`src/rtl/hazard_detection_unit_pkg.sv`:
```
// Shared definitions for the ID-stage hazard detection unit: FSM state
// encodings, the hard-wired zero register address and the HALT drain length.
package hazard_detection_unit_pkg;

   typedef enum logic [1:0] {
      ST_RUN    = 2'd0,
      ST_DRAIN  = 2'd1,
      ST_HALTED = 2'd2
   } state_e;

   localparam logic [4:0] REG_ZERO = 5'd0;

   // HALT needs three further cycles after leaving ID to retire through WB.
   localparam int DRAIN_LEN   = 3;
   localparam int DRAIN_CNT_W = 2;
   localparam logic [DRAIN_CNT_W-1:0] DRAIN_LAST = DRAIN_CNT_W'(DRAIN_LEN - 1);

endpackage

```
`src/rtl/hazard_comparator.sv`:
```
// Purely combinational register-dependence comparator. Flags the three hazards
// that forwarding cannot cover: load-use, and a branch resolved in ID that
// depends on an ALU result still in EX or on a load still in MEM.
module hazard_comparator
   import hazard_detection_unit_pkg::*;
#(
   parameter int ADDR_W = 5
) (
   input  logic [ADDR_W-1:0] i_rs_if_id,
   input  logic [ADDR_W-1:0] i_rt_if_id,
   input  logic              i_uses_rt_id,
   input  logic              i_is_branch_id,
   input  logic [ADDR_W-1:0] i_rd_id_ex,
   input  logic              i_reg_write_id_ex,
   input  logic              i_mem_read_id_ex,
   input  logic [ADDR_W-1:0] i_rd_ex_mem,
   input  logic              i_mem_read_ex_mem,
   output logic              o_load_use,
   output logic              o_br_alu,
   output logic              o_br_mem
);

   // r0 never carries a real dependence; rt only matters when ID reads it.
   function automatic logic reg_match(input logic [ADDR_W-1:0] rd,
                                      input logic [ADDR_W-1:0] rs,
                                      input logic [ADDR_W-1:0] rt,
                                      input logic              uses_rt);
      return (rd != ADDR_W'(REG_ZERO)) && ((rd == rs) || (uses_rt && (rd == rt)));
   endfunction

   // Hazard flags from current pipeline-register contents.
   always_comb begin
      o_load_use = i_mem_read_id_ex &&
                   reg_match(i_rd_id_ex, i_rs_if_id, i_rt_if_id, i_uses_rt_id);
      o_br_alu   = i_is_branch_id && i_reg_write_id_ex &&
                   reg_match(i_rd_id_ex, i_rs_if_id, i_rt_if_id, i_uses_rt_id);
      o_br_mem   = i_is_branch_id && i_mem_read_ex_mem &&
                   reg_match(i_rd_ex_mem, i_rs_if_id, i_rt_if_id, i_uses_rt_id);
   end

endmodule

```
`src/rtl/hazard_detection_unit.sv`:
```
// ID-stage hazard detection and pipeline control: stalls on unresolvable
// dependences, flushes IF/ID on taken branches, sequences the HALT drain
// (RUN -> DRAIN -> HALTED) and keeps stall/flush statistics.
// Define HAZARD_STATS_EN to build the statistics counters; otherwise the
// counter outputs are tied to zero.
module hazard_detection_unit
   import hazard_detection_unit_pkg::*;
#(
   parameter int CANT_BITS_ADDR_REGISTROS = 5,
   parameter int CANT_BITS_CONTADOR       = 32
) (
   input  logic                                i_clock,
   input  logic                                i_soft_reset,
   input  logic                                i_enable,
   input  logic [CANT_BITS_ADDR_REGISTROS-1:0] i_rs_if_id,
   input  logic [CANT_BITS_ADDR_REGISTROS-1:0] i_rt_if_id,
   input  logic                                i_uses_rt_id,
   input  logic                                i_is_branch_id,
   input  logic                                i_halt_id,
   input  logic                                i_branch_taken,
   input  logic [CANT_BITS_ADDR_REGISTROS-1:0] i_rd_id_ex,
   input  logic                                i_reg_write_id_ex,
   input  logic                                i_mem_read_id_ex,
   input  logic [CANT_BITS_ADDR_REGISTROS-1:0] i_rd_ex_mem,
   input  logic                                i_mem_read_ex_mem,
   output logic                                o_pc_write,
   output logic                                o_if_id_write,
   output logic                                o_id_ex_bubble,
   output logic                                o_if_id_flush,
   output logic                                o_halted,
   output logic [CANT_BITS_CONTADOR-1:0]       o_contador_stalls,
   output logic [CANT_BITS_CONTADOR-1:0]       o_contador_flushes
);

   state_e                 state_q, state_d;
   logic [DRAIN_CNT_W-1:0] drain_cnt_q, drain_cnt_d;
   logic                   load_use, br_alu, br_mem, stall;

   hazard_comparator #(
      .ADDR_W (CANT_BITS_ADDR_REGISTROS)
   ) u_hazard_comparator (
      .i_rs_if_id        (i_rs_if_id),
      .i_rt_if_id        (i_rt_if_id),
      .i_uses_rt_id      (i_uses_rt_id),
      .i_is_branch_id    (i_is_branch_id),
      .i_rd_id_ex        (i_rd_id_ex),
      .i_reg_write_id_ex (i_reg_write_id_ex),
      .i_mem_read_id_ex  (i_mem_read_id_ex),
      .i_rd_ex_mem       (i_rd_ex_mem),
      .i_mem_read_ex_mem (i_mem_read_ex_mem),
      .o_load_use        (load_use),
      .o_br_alu          (br_alu),
      .o_br_mem          (br_mem)
   );

   assign stall = load_use || br_alu || br_mem;

   // State and drain counter registers.
   always_ff @(posedge i_clock or posedge i_soft_reset) begin
      // NOTE: non-blocking assignments here so every flop samples the
      // pre-edge value of every other flop, independent of statement order.
      if (i_soft_reset) begin
         state_q     <= ST_RUN;
         drain_cnt_q <= '0;
      end else begin
         state_q     <= state_d;
         drain_cnt_q <= drain_cnt_d;
      end
   end

   // Next-state logic; nothing advances while the debug unit holds the pipe.
   always_comb begin
      // NOTE: hold-by-default assignments keep this block free of latches
      // on paths that do not change state.
      state_d     = state_q;
      drain_cnt_d = drain_cnt_q;
      if (i_enable) begin
         case (state_q)
            ST_RUN: begin
               if (!stall && i_halt_id) begin
                  state_d     = ST_DRAIN;
                  drain_cnt_d = '0;
               end
            end
            ST_DRAIN: begin
               if (drain_cnt_q == DRAIN_LAST) begin
                  state_d = ST_HALTED;
               end else begin
                  drain_cnt_d = drain_cnt_q + DRAIN_CNT_W'(1);
               end
            end
            ST_HALTED: state_d = ST_HALTED;
            default:   state_d = ST_RUN;
         endcase
      end
   end

   // Output decode: reset, then debug hold, then per-state pipeline control.
   always_comb begin
      o_pc_write     = 1'b0;
      o_if_id_write  = 1'b0;
      o_id_ex_bubble = 1'b1;
      o_if_id_flush  = 1'b0;
      o_halted       = (state_q == ST_HALTED);
      if (i_soft_reset) begin
         o_halted = 1'b0;
      end else if (!i_enable) begin
         o_id_ex_bubble = 1'b0;
      end else begin
         case (state_q)
            ST_RUN: begin
               if (stall) begin
                  o_id_ex_bubble = 1'b1;
               end else if (i_halt_id) begin
                  // HALT itself moves into EX; fetch stops behind it.
                  o_id_ex_bubble = 1'b0;
               end else begin
                  o_pc_write     = 1'b1;
                  o_if_id_write  = 1'b1;
                  o_id_ex_bubble = 1'b0;
                  o_if_id_flush  = i_branch_taken;
               end
            end
            default: o_id_ex_bubble = 1'b1;
         endcase
      end
   end

`ifdef HAZARD_STATS_EN
   logic [CANT_BITS_CONTADOR-1:0] stall_cnt_q, stall_cnt_d;
   logic [CANT_BITS_CONTADOR-1:0] flush_cnt_q, flush_cnt_d;
   logic                          stall_evt, flush_evt;

   // A stall is only counted when it actually freezes the front end.
   assign stall_evt = i_enable && (state_q == ST_RUN) && stall;
   assign flush_evt = i_enable && o_if_id_flush;

   // Saturating statistics increments.
   always_comb begin
      stall_cnt_d = stall_cnt_q;
      flush_cnt_d = flush_cnt_q;
      if (stall_evt && (stall_cnt_q != '1)) begin
         stall_cnt_d = stall_cnt_q + CANT_BITS_CONTADOR'(1);
      end
      if (flush_evt && (flush_cnt_q != '1)) begin
         flush_cnt_d = flush_cnt_q + CANT_BITS_CONTADOR'(1);
      end
   end

   // Statistics registers.
   always_ff @(posedge i_clock or posedge i_soft_reset) begin
      if (i_soft_reset) begin
         stall_cnt_q <= '0;
         flush_cnt_q <= '0;
      end else begin
         stall_cnt_q <= stall_cnt_d;
         flush_cnt_q <= flush_cnt_d;
      end
   end

   assign o_contador_stalls  = stall_cnt_q;
   assign o_contador_flushes = flush_cnt_q;
`else
   assign o_contador_stalls  = '0;
   assign o_contador_flushes = '0;
`endif

endmodule

```
`config.mk`:
```
export PLATFORM = sky130hd
export DESIGN_NAME = hazard_detection_unit
export DESIGN_NICKNAME = d
export VERILOG_FILES = /design/src/rtl/hazard_detection_unit_pkg.sv /design/src/rtl/hazard_comparator.sv /design/src/rtl/hazard_detection_unit.sv
export SDC_FILE = /design/constraint.sdc
export NUM_CORES = 1
export LEC_CHECK = 0
export CAP_MARGIN = 20
export CORE_ASPECT_RATIO = 1.2
export CORE_MARGIN = 10
export CORE_UTILIZATION = 26
export CTS_CLUSTER_DIAMETER = 200
export DETAILED_ROUTE_END_ITERATION = 6
export GPL_ROUTABILITY_DRIVEN = 0
export HOLD_SLACK_MARGIN = 0.1
export PLACE_DENSITY_LB_ADDON = 0.05
export SETUP_SLACK_MARGIN = 0.15
export SLEW_MARGIN = 20
export SYNTH_ARGS = -nofsm -noshare
export SYNTH_HDL_FRONTEND = slang
export SYNTH_SLANG_ARGS = --single-unit
```
`constraint.sdc`:
```
create_clock -name i_clock -period 2.7 [get_ports i_clock]
set_input_delay 0.405 -clock i_clock [delete_from_list [all_inputs] [get_ports i_clock]]
set_output_delay 0.405 -clock i_clock [all_outputs]
set_load 0.01 [all_outputs]
```
Word-level counts from Yosys, hierarchy flattened:

Cells that the tools add are included.

* bits of input ports: 30
* bits in writable memories: 0
* bits in latches: 0
* register bits: 4
* ROM bits: 0
* logic and storage cells: 55
* memories kept: 0
* output and inout port bits: 69

* add/subtract/negate cells: 1
* $mul: 0
* muxes and demuxes: 21
* shift operators: 0
* $lt $le $gt $ge: 0
* reductions and logical operators: 21
* div/mod/pow operators: 0
* equality and inequality tests: 10
* bitwise gates (word level): 0

Operator list (number)
* 5-bit == test: 4
* 1-bit 2-to-1 mux: 15
* 1-bit logical AND: 10
* 5-bit nonzero test: 2
* 2-bit 2-to-1 mux: 4
* 2-bit != test (second input constant): 3
* 2-bit one-hot mux with 3 select lines: 1
* 2-bit == test (second input constant): 2
* 1-bit logical OR: 4
* 2-bit one-hot mux with 2 select lines: 1
* 4-bit AND reduction: 1
* 3-bit AND reduction: 1
* 2-bit by 1-bit adder with 2-bit output (second input constant): 1
* 2-bit by 1-bit == test with 1-bit output (second input constant): 1
* 2-bit logical NOT: 1
* 2-bit nonzero test: 1
* 1-bit logical NOT: 1

Depth between registers and ports, before layout:

* depth in word-level cells: 11
* gate-level depth with buffers: 7
* depth with buffers taken out: 7

Modules after synthesis:

From an unflattened synthesis, not the netlist that was laid out.

* cell total of the unflattened synthesis: 140
* area total of the unflattened synthesis: 1112.3 µm²

By module, submodules not included
* hazard_detection_unit: instances 1, sequential area each 100.1 µm², cells an instance 102, area an instance 838.3 µm²
* hazard_comparator: instances 1, sequential area each 0.0 µm², cells an instance 38, area an instance 274.0 µm²

Worst setup path after synthesis:

No wires, ideal clock.

* kind: input -> output
* start: input port i_rd_ex_mem[1]
* end: output port o_if_id_flush
* buffers on the path: 0
* cell stages on the path: 5
* arrival time: 1.761 ns
* required time: 2.295 ns
* slack: 0.534 ns
* cells stage by stage: or3_1 o311a_4 a22oi_1 and3_1 and2_1

* cells in the longest elaborated chain, start to end: 10
* elaborated cells between the ends (all ways): 12
* those cells by class: 2 x eq/ne; 4 x mux; 6 x reduce/logical

RTL lines
* start: declaration: line hazard_detection_unit.sv:24 `input logic [CANT_BITS_ADDR_REGISTROS-1:0] i_rd_ex_mem,`
* 5-bit == test: line hazard_comparator.sv:28 `return (rd != ADDR_W'(REG_ZERO)) && ((rd == rs) || (uses_rt && (rd == rt)));`
* 1-bit logical AND: line hazard_comparator.sv:28
* 1-bit logical OR: line hazard_comparator.sv:28
* 1-bit logical AND (*): line hazard_comparator.sv:28
* 1-bit logical AND (*): line hazard_comparator.sv:37 `o_br_mem = i_is_branch_id && i_mem_read_ex_mem &&`
* 1-bit logical OR (*): line hazard_detection_unit.sv:56 `assign stall = load_use || br_alu || br_mem;`
* 1-bit 2-to-1 mux (*): line hazard_detection_unit.sv:112 `if (stall) begin`
* 1-bit 2-to-1 mux (*): line hazard_detection_unit.sv:110 `case (state_q)`
* 1-bit 2-to-1 mux (*): line hazard_detection_unit.sv:107 `end else if (!i_enable) begin`
* 1-bit 2-to-1 mux (*): line hazard_detection_unit.sv:105 `if (i_soft_reset) begin`
* end: declaration: line hazard_detection_unit.sv:29 `output logic o_if_id_flush,`

Mark *: on every way between the ends. The rest lies on a longest branch, timed or not.

Worst setup path in the final report:

* start: input port i_rd_ex_mem[1]
* end: output port o_if_id_write

* cells in the longest elaborated chain, start to end: 10
* elaborated cells between the ends (all ways): 12
* those cells by class: 2 x eq/ne; 4 x mux; 6 x reduce/logical

RTL lines
* 5-bit == test: line hazard_comparator.sv:28
* 1-bit logical AND: line hazard_comparator.sv:28
* 1-bit logical OR: line hazard_comparator.sv:28
* 1-bit logical AND (*): line hazard_comparator.sv:28
* 1-bit logical AND (*): line hazard_comparator.sv:37
* 1-bit logical OR (*): line hazard_detection_unit.sv:56
* 1-bit 2-to-1 mux (*): line hazard_detection_unit.sv:112
* 1-bit 2-to-1 mux (*): line hazard_detection_unit.sv:110
* 1-bit 2-to-1 mux (*): line hazard_detection_unit.sv:107
* 1-bit 2-to-1 mux (*): line hazard_detection_unit.sv:105
* end: declaration: line hazard_detection_unit.sv:27 `output logic o_if_id_write,`

Marked as above.

==> flow_summary.json <==
{
  "r2r_cells": 5,
  "coreArea_um2": 4230,
  "detail-route-antenna-nets": 0,
  "cts_post_setup_buffers_inserted": 0,
  "use_met1": 0.0636,
  "seq_area_frac_synth": 0.0881,
  "met2_usage": 0.174,
  "path_class": "input pin to primary output",
  "netlist.area_leader.share": 0.430,
  "synth_cells": 144,
  "finalMaxSlewViolations": 0,
  "rrSetupSlack_ps": 1170,
  "fin_crit_sh": 0.904,
  "fill_cells": 487,
  "outcome": "finished clean",
  "dp_hpwl_um": 3060,
  "fp.dieH_um": 92.4,
  "synth_common_cells": "buf_4 (65), xnor2_1 (20), nand2_1 (8), inv_1 (6), a21oi_1 (5)",
  "setup_viol": 0,
  "yosysWarningCount": 0,
  "synthArstFlopShare": 1.00,
  "avgRoutedWirePerCell_um": 13.5,
  "yosys_most_used_dff": "dfrtp_1",
  "start_util": 0.269,
  "drt_pass1_iterations": 4,
  "start_kind": "input pin",
  "power_density_nw_per_um2": 440,
  "fin_tns_setup_ps": 0,
  "io_pins": 99,
  "cts_buffer_depth": 2,
  "end_kind": "primary output",
  "p_leak_nw": 0.709,
  "busiest_layer": "met2",
  "diodes": 0,
  "grt_first_pass_wirelength_um": 4770,
  "cts_made_buffers": 3,
  "root_buffer": "clkbuf_8",
  "synth_most_common_cell": "buf_4",
  "drive_gt1_frac": 0.123,
  "startpoint": "i_rd_ex_mem[1]",
  "grt_max_degree": 9,
  "drc": 0,
  "worst_r2r_startpoint": "state_q[0]",
  "syn_to_final_growth_pct": 26.0,
  "fp.dieW_um": 80.3,
  "clock_skew_ps": 1.30,
  "yosys_register_bits": 4,
  "multi_input_area_um2": 788,
  "grt_setup_unrepaired": "false",
  "grt_antenna_before_repair": 0,
  "r2r-end": "state_q[1]",
  "hp-class": "input pin to asynchronous set/reset pin",
  "hold_slack_ps": 475,
  "min_period_ps": 2440,
  "path_clk_slew_ps": 30,
  "syn_area_um2": 1140,
  "grt_pass1_vias": 920,
  "use_met3": 0.0280,
  "max_cap_viol_count": 0,
  "cts_tree": "done",
  "seq_area_um2": 100,
  "postSynthAreaPerCell_um2": 7.89,
  "ctsHtreeMaxLevel": 1,
  "rows": 26,
  "cts.sinks": 4,
  "critPathRequiredTime_ps": 2300,
  "grt-ovfl-total": 0,
  "crit_path_max_fanout": 3,
  "vias": 875,
  "synth_area_leaders": "buf_4 (43%), xnor2_1 (15%), dfrtp_1 (8.8%)",
  "ir_drop_mv": 0.467,
  "clock_latency_ps": 210,
  "max_freq_ghz": 0.410,
  "synth_edf_count": 0,
  "routed_wl_um": 3270,
  "fin_nets": 223,
  "drtIter0Drc": 18,
  "hold_viol": 0,
  "critical_path_arrival_ps": 2040,
  "port_buffers": 34,
  "synth_top_cell_by_area": "buf_4",
  "avgViaCountPerCell": 3.60,
  "die_area_um2": 7420,
  "synth_cell_types": 31,
  "track_usage": 0.0825
}
worst max path at each step:
stage,to,slack [ps],cells after the start
global placement,o_if_id_flush,-380,7
detailed placement,o_if_id_flush,-410,7
floorplan,o_if_id_flush,530,5
global route,o_if_id_flush,160,8
finish,o_if_id_write,260,6
CTS,o_if_id_flush,90,8
metrics by stage:
step           total power, mW  instances  setup slack, ps  utilization  area, um2
6_report                 0.630        243              259        0.338       1430
4_1_cts                  0.634        243             93.7        0.336       1420
3_3_place_gp             0.499        240             -380        0.321       1360
5_1_grt                  0.696        243              158        0.338       1430
3_5_place_dp             0.503        240             -412        0.321       1360
2_1_floorplan            0.441        207              534            -       1370
registers in the layout (all words and copies together), names as in the netlist:
signal,cells
state_q,2
drain_cnt_q,2
what timing repair did:
action / CTS / global route
endpoints found under the hold margin: 0 / 0
setup endpoints to repair: 4 / 4
gates cloned: 0 / 0
gates resized for setup: 15 / 7
pin swaps: 3 / 7
hold buffers: 0 / 0
area by class of cell:
class	instances	share of cell area
clock buffers	3	0.0288
inverters	6	0.0157
multi-input cells	131	0.551
flip-flops and latches	4	0.0699
well taps	56	0.0490
repair buffers	43	0.286
layer usage:
metal / wire (um) / up-vias
met5: 0 / -
met4: 29 / 0
met3: 295 / 4
met2: 2000 / 40
met1: 940 / 401
li1: - / 430
worst max-delay path: stages:
cell and delay, ps:
clkdlybuf4s15_1 220, or3_1 390, o311a_4 370, a22oi_2 170, and3_4 210, dlygate4sd2_1 270
kinds of logic (layout without fill, tap and decap cells):
logic type,Yosys count,count (layout),synth area share
AO/OA/AOI/OAI,18,18,0.133
XOR/XNOR,20,20,0.154
adder cells (fa/ha/maj),4,4,0.0441
buffers and inverters,72,52,0.453
flip-flops,4,4,0.0881
multiplexers,1,1,0.0132
other,1,64,0.00330
AND/OR/NAND/NOR,24,24,0.111
where the power goes:
| group | internal [mW] | switching [mW] | total, mW |
|---|---|---|---|
| registers | 0.0896 | 0.0230 | 0.113 |
| clock network | 0.0947 | 0.0271 | 0.122 |
| logic | 0.188 | 0.209 | 0.396 |
| total | 0.372 | 0.259 | 0.630 |
layout by cell type, fill, tap and decap left out, types with 2 or more instances in the layout:
cell type	count
conb_1	64
buf_4	9
dfrtp_1	4
o21ai_0	2
clkbuf_8	3
inv_1	6
xnor2_1	19
ha_1	4
nand2_1	8
dlygate4sd2_1	2
clkdlybuf4s50_1	25
nand3_1	3
o22ai_2	2
clkdlybuf4s15_1	2
a21oi_1	5
nand4_1	3
nor3b_1	2
dlymetal6s2s_1	3
Note: power is estimated with default switching activity, not from simulation.
